$ cat config.mk
export PLATFORM = sky130hd
export DESIGN_NAME = stop_watch_ctrl
export DESIGN_NICKNAME = d
export VERILOG_FILES = /design/src/rtl/stop_watch_pkg.sv /design/src/rtl/btn_debounce.sv /design/src/rtl/stop_watch_ctrl.sv
export SDC_FILE = /design/constraint.sdc
export NUM_CORES = 1
export LEC_CHECK = 0
export CAP_MARGIN = 25
export CORE_MARGIN = 8
export CORE_UTILIZATION = 45
export DETAILED_ROUTE_END_ITERATION = 12
export HOLD_SLACK_MARGIN = 0.15
export PLACE_DENSITY = 0.66
export SLEW_MARGIN = 25
export SYNTH_ARGS = -nofsm -noshare
export SYNTH_HDL_FRONTEND = slang
export SYNTH_HIERARCHICAL = 1
export SYNTH_SLANG_ARGS = --single-unit
$ cat constraint.sdc
create_clock -name clk -period 3.25 [get_ports clk]
set_input_delay 0.65 -clock clk [delete_from_list [all_inputs] [get_ports clk]]
set_output_delay 0.65 -clock clk [all_outputs]
set_load 0.02 [all_outputs]
$ cat src/rtl/stop_watch_pkg.sv
// Shared state encoding and defaults for the stopwatch control block.
// Feature macro: STOP_WATCH_CTRL_LAP_EN enables the LAP state.
package stop_watch_pkg;

    typedef enum logic [1:0] {
        ST_IDLE = 2'd0,
        ST_RUN  = 2'd1,
        ST_STOP = 2'd2,
        ST_LAP  = 2'd3
    } state_e;

    localparam int DEB_CYCLES_DEF = 20;

endpackage

$ cat src/rtl/btn_debounce.sv
// Raw push button: 2-flop synchronizer, debouncer, rising-edge press pulse.
// Feature macro: none (used by stop_watch_ctrl, see STOP_WATCH_CTRL_LAP_EN).
module btn_debounce
    import stop_watch_pkg::*;
#(
    parameter int DEB_CYCLES = DEB_CYCLES_DEF
) (
    input  logic clk,
    input  logic rst,
    input  logic i_btn,
    output logic o_press
);

    localparam int CW = $clog2(DEB_CYCLES + 1);

    logic [1:0]    r_sync;
    logic          r_lvl;
    logic          r_lvl_q;
    logic [CW-1:0] r_cnt;

    // Sync the raw level, then flip the debounced level after a full run
    // of mismatching cycles; any agreeing cycle restarts the run.
    always_ff @(posedge clk) begin
        if (rst) begin
            r_sync  <= 2'b00;
            r_lvl   <= 1'b0;
            r_lvl_q <= 1'b0;
            r_cnt   <= '0;
        end else begin
            r_sync  <= {r_sync[0], i_btn};
            r_lvl_q <= r_lvl;
            if (r_sync[1] == r_lvl) begin
                r_cnt <= '0;
            end else if (r_cnt == CW'(DEB_CYCLES - 1)) begin
                r_lvl <= r_sync[1];
                r_cnt <= '0;
            end else begin
                r_cnt <= r_cnt + CW'(1);
            end
        end
    end

    // One-cycle press pulse on the debounced rising edge only.
    assign o_press = r_lvl & ~r_lvl_q;

endmodule

$ cat src/rtl/stop_watch_ctrl.sv
// Stopwatch control FSM driven by two debounced push buttons.
// Feature macro: STOP_WATCH_CTRL_LAP_EN enables the LAP/display-freeze state.
module stop_watch_ctrl
    import stop_watch_pkg::*;
#(
    parameter int DEB_CYCLES = DEB_CYCLES_DEF
) (
    input  logic       clk,
    input  logic       rst,
    input  logic       btn_start,
    input  logic       btn_lap,
    output logic       enable,
    output logic       zero,
    output logic       lap_hold,
    output logic [1:0] state
);

    logic   w_start;
    logic   w_lap;
    state_e r_state;
    state_e w_next;
    logic   w_en_nx;
    logic   w_hold_nx;
    logic   w_zero_nx;
    logic   r_enable;
    logic   r_zero;
    logic   r_lap_hold;

    btn_debounce #(.DEB_CYCLES(DEB_CYCLES)) u_deb_start (
        .clk     (clk),
        .rst     (rst),
        .i_btn   (btn_start),
        .o_press (w_start)
    );

    btn_debounce #(.DEB_CYCLES(DEB_CYCLES)) u_deb_lap (
        .clk     (clk),
        .rst     (rst),
        .i_btn   (btn_lap),
        .o_press (w_lap)
    );

    // State and registered outputs, loaded from the next-state decode.
    always_ff @(posedge clk) begin
        if (rst) begin
            r_state    <= ST_IDLE;
            r_enable   <= 1'b0;
            r_zero     <= 1'b0;
            r_lap_hold <= 1'b0;
        end else begin
            r_state    <= w_next;
            r_enable   <= w_en_nx;
            r_zero     <= w_zero_nx;
            r_lap_hold <= w_hold_nx;
        end
    end

    // Next state; start is tested first so it wins over a same-cycle lap.
    always_comb begin
        w_next = r_state;
        unique case (r_state)
            ST_IDLE: begin
                if (w_start) w_next = ST_RUN;
            end
            ST_RUN: begin
                if (w_start) begin
                    w_next = ST_STOP;
                end else if (w_lap) begin
`ifdef STOP_WATCH_CTRL_LAP_EN
                    w_next = ST_LAP;
`else
                    w_next = ST_RUN;
`endif
                end
            end
            ST_LAP: begin
`ifdef STOP_WATCH_CTRL_LAP_EN
                if (w_start)    w_next = ST_STOP;
                else if (w_lap) w_next = ST_RUN;
`else
                w_next = ST_IDLE;
`endif
            end
            ST_STOP: begin
                if (w_start)    w_next = ST_RUN;
                else if (w_lap) w_next = ST_IDLE;
            end
            default: w_next = ST_IDLE;
        endcase
    end

    // Output decode on the next state so outputs track state exactly.
    always_comb begin
        w_en_nx   = (w_next == ST_RUN) || (w_next == ST_LAP);
        w_zero_nx = (r_state == ST_STOP) && (w_next == ST_IDLE);
`ifdef STOP_WATCH_CTRL_LAP_EN
        w_hold_nx = (w_next == ST_LAP);
`else
        w_hold_nx = 1'b0;
`endif
    end

    assign enable   = r_enable;
    assign zero     = r_zero;
    assign lap_hold = r_lap_hold;
    assign state    = r_state;

endmodule

==> out/summary.json <==
{
  "synth-edff-count": 0,
  "antenna_found_initial": 0,
  "reg2reg_slack_ns": 1.85,
  "max_slew_margin_pct": 66.1,
  "finalSetupTns_ns": 0,
  "comb_power_share_pct": 3.2,
  "die_area_mm2": 0.00354,
  "largest_incremental_delay_on_the_critical_path_ns": 0.63,
  "yosysWarningCount": 6,
  "detail_route.first_pass.iterations": 4,
  "skew_ns": 0.00306,
  "count_of_max_cap_constraint_violations": 0,
  "power.density_mw_per_mm2": 417,
  "kind_of_launch_point_of_the_worst_setup_path": "flop",
  "maxClockFrequency_mhz": 505,
  "vdd_drop_max_uv": 223,
  "clk_pin_slew_ns": 0.11,
  "global_route.overflow_total": 0,
  "gpl.final_weighted_congestion": 0.684,
  "vias_per_cell": 4.85,
  "worstMarginPinSlew_ns": 0.507,
  "path_cells": "clkdlybuf4s50_1",
  "synth.avg_cell_area_um2": 10.3,
  "largest_net_degree_at_the_start_of_global_routing": 17,
  "total_leakage_power_nw": 0.358,
  "power_switching_mw": 0.0813,
  "worstSetupPathType": "flop to output port",
  "post_synth_num_cell_types": 23,
  "drc_violations_left": 0,
  "min_period_over_period_pct": 61.0,
  "cts.hold.buffers_added": 0,
  "vias": 567,
  "final-max-slew-violation-count": 0,
  "grt_pass1_vias": 539,
  "postRouteWirelength_um": 1230,
  "synth_area_leaders": "sky130_fd_sc_hd__dfxtp_1, sky130_fd_sc_hd__nor2b_1, sky130_fd_sc_hd__nor2_1",
  "syn-num-nets": 89,
  "num_antenna_cells": 0,
  "hp-class": "flop to flop",
  "worst_path_dominant_cell_family": "buffers and inverters",
  "floorplan.initialDensity_pct": 48.8,
  "clock_power_share_pct": 28.9,
  "yosys_register_bits": 22,
  "cts-root-to-sink-buffers": 2,
  "netlist_area_um2": 852,
  "crit_path_end_kind": "output port",
  "clk-insertion-delay-late_ns": 0.29,
  "worstPathBufferInverterCount": 1,
  "initialDrtViolationCount": 6,
  "post-cts-setup-buffer-count": 0,
  "grt_first_pass_wirelength_um": 2210,
  "sequentialPowerShare_pct": 67.8,
  "routedWlPerCell_um": 10.5,
  "num_io_pins": 9,
  "worst_path_max_delay_cell": "sky130_fd_sc_hd__clkdlybuf4s50_1",
  "finalWorstPathRequiredPeriod_ns": 1.98,
  "synth.top_cell.area_share_pct": 51.7,
  "global_route.usage.total_pct": 8.03,
  "die_h_um": 59.5,
  "cts_root_buffer": "sky130_fd_sc_hd__clkbuf_4",
  "final_power_mw": 0.404,
  "antenna_violating_nets_post_route": 0,
  "internal_cell_power_mw": 0.323,
  "outcome": "finished clean",
  "fraction_of_the_yosys_area_taken_by_sequential_cells_pct": 51.7,
  "final_net_count": 100,
  "critical_path_required_ns": 2.60,
  "setup_repair_after_global_routing_missed_its_margin": "false",
  "place.port_buffers": 7,
  "flip_flop_cell_with_the_highest_count_after_synthesis": "sky130_fd_sc_hd__dfxtp_1",
  "cts-buffers-inserted": 3,
  "power.share.switching_pct": 20.1,
  "core_area_mm2": 0.00175,
  "cts_tree": "done",
  "cts.htree.levels": 1,
  "post_cts_resize_count": 0,
  "syn-instance-count": 83,
  "critical_path.max_fanout": 6,
  "clock_sink_count": 22,
  "dieWidth_um": 59.5,
  "fp-row-count": 15,
  "share_of_flip_flops_with_an_asynchronous_set_or_reset_pct": 0,
  "cp_data_arrival_time_ns": 1.33,
  "final-hold-violation-count": 0,
  "drive_above_1_share_pct": 5.43,
  "syn2layout_area_growth_pct": 13.7,
  "post-dp-hpwl_um": 881,
  "setup-violations-final": 0,
  "post-synth-top-area-cell": "sky130_fd_sc_hd__dfxtp_1"
}
## power by group through the flow
stage	Combinational, mW	Clock [mW]	Sequential [mW]
detailed placement	0.0131	0	0.280
global placement	0.0129	0	0.280
CTS	0.0131	0.123	0.274
finish	0.0130	0.117	0.274
floorplan	0.00733	0	0.280
global route	0.0144	0.135	0.274
## through the flow
step,util [%],std cells,worst slack [ns],hold slack (ns),cell area (µm²)
2_1_floorplan,-,83,1.95,0.414,852
3_3_place_gp,54.2,114,1.22,0.420,946
3_5_place_dp,54.2,114,1.20,0.423,946
4_1_cts,55.5,117,1.25,0.449,968
5_1_grt,55.5,117,1.18,0.464,968
6_report,55.5,117,1.27,0.445,968
## kinds of logic after synthesis
logic type | after synthesis | share of synthesized area (%)
buffers and inverters | 5 | 2.64
other | 1 | 0.440
AND/OR/NAND/NOR | 38 | 29.4
flip-flops | 22 | 51.7
multiplexers | 2 | 2.35
AO/OA/AOI/OAI | 7 | 4.40
adder cells (fa/ha/maj) | 2 | 2.94
XOR/XNOR | 6 | 6.17
## area by class of cell
type / instances / area [µm²]
Clock buffer: 3 / 22.5
Fill cell: 177 / 777
Inverter: 4 / 15.0
Multi-Input combinational cell: 56 / 389
Sequential cell: 22 / 440
Tap cell: 25 / 31.3
Timing Repair Buffer: 7 / 70.1
## metal layers
| layer | wire length, µm | vias to the layer above | global-route usage, % |
|---|---|---|---|
| li1 | - | 299 | - |
| met3 | 48 | 2 | 2.60 |
| met1 | 630 | 260 | 9.94 |
| met5 | 0 | - | 0 |
| met2 | 531 | 6 | 11.6 |
| met4 | 15 | 0 | 5.10 |
## registers in the layout (all words and copies together), names as in the netlist
register	count
u_deb_lap/r_sync	2
u_deb_lap/r_lvl	1
u_deb_start/r_lvl	1
u_deb_start/r_lvl_q	1
u_deb_start/r_sync	2
u_deb_lap/r_cnt	5
enable	1
u_deb_lap/r_lvl_q	1
state	2
zero	1
u_deb_start/r_cnt	5
## final timing paths
check        cells past startpoint                             from                         endpoint
max                              1              state[0]$_SDFF_PP0_                         state[0]
min                              1   u_deb_lap/r_sync[0]$_SDFF_PP0_   u_deb_lap/r_sync[1]$_SDFF_PP0_
max reg2reg                      4  u_deb_start/r_cnt[0]$_SDFF_PP0_  u_deb_start/r_cnt[2]$_SDFF_PP0_
min reg2reg                      1   u_deb_lap/r_sync[0]$_SDFF_PP0_   u_deb_lap/r_sync[1]$_SDFF_PP0_
## synth_stat cells, types with 2 or more instances
master / n
sky130_fd_sc_hd__and4bb_1: 2
sky130_fd_sc_hd__nand2b_1: 2
sky130_fd_sc_hd__xor2_1: 4
sky130_fd_sc_hd__inv_1: 4
sky130_fd_sc_hd__nor2_1: 11
sky130_fd_sc_hd__o21ai_0: 2
sky130_fd_sc_hd__a31oi_1: 2
sky130_fd_sc_hd__nand3_1: 2
sky130_fd_sc_hd__ha_1: 2
sky130_fd_sc_hd__nand3b_1: 3
sky130_fd_sc_hd__xnor2_1: 2
sky130_fd_sc_hd__nor2b_1: 10
sky130_fd_sc_hd__dfxtp_1: 22
sky130_fd_sc_hd__mux2i_1: 2
sky130_fd_sc_hd__nand4b_1: 2
sky130_fd_sc_hd__a21oi_1: 3
sky130_fd_sc_hd__or3b_4: 2
## cell usage in the layout, fill, tap and decap left out
cell type and n:
sky130_fd_sc_hd__xnor2_1 2, sky130_fd_sc_hd__dfxtp_1 22, sky130_fd_sc_hd__ha_1 2, sky130_fd_sc_hd__o21ai_0 2
sky130_fd_sc_hd__nor2_1 11, sky130_fd_sc_hd__nand4b_1 2, sky130_fd_sc_hd__inv_1 4, sky130_fd_sc_hd__nand3b_1 3
sky130_fd_sc_hd__and4bb_1 2, sky130_fd_sc_hd__nor2b_1 10, sky130_fd_sc_hd__mux2i_1 2, sky130_fd_sc_hd__conb_1 1
sky130_fd_sc_hd__xor2_1 4, sky130_fd_sc_hd__or3b_1 1, sky130_fd_sc_hd__nand2b_1 2, sky130_fd_sc_hd__or2b_1 1
sky130_fd_sc_hd__and4b_1 1, sky130_fd_sc_hd__clkbuf_4 3, sky130_fd_sc_hd__a31oi_1 2, sky130_fd_sc_hd__or4b_1 1
sky130_fd_sc_hd__a21oi_1 3, sky130_fd_sc_hd__or3b_4 2, sky130_fd_sc_hd__clkdlybuf4s50_1 7, sky130_fd_sc_hd__nand3_1 2
Power figures use the tool's default switching activity.
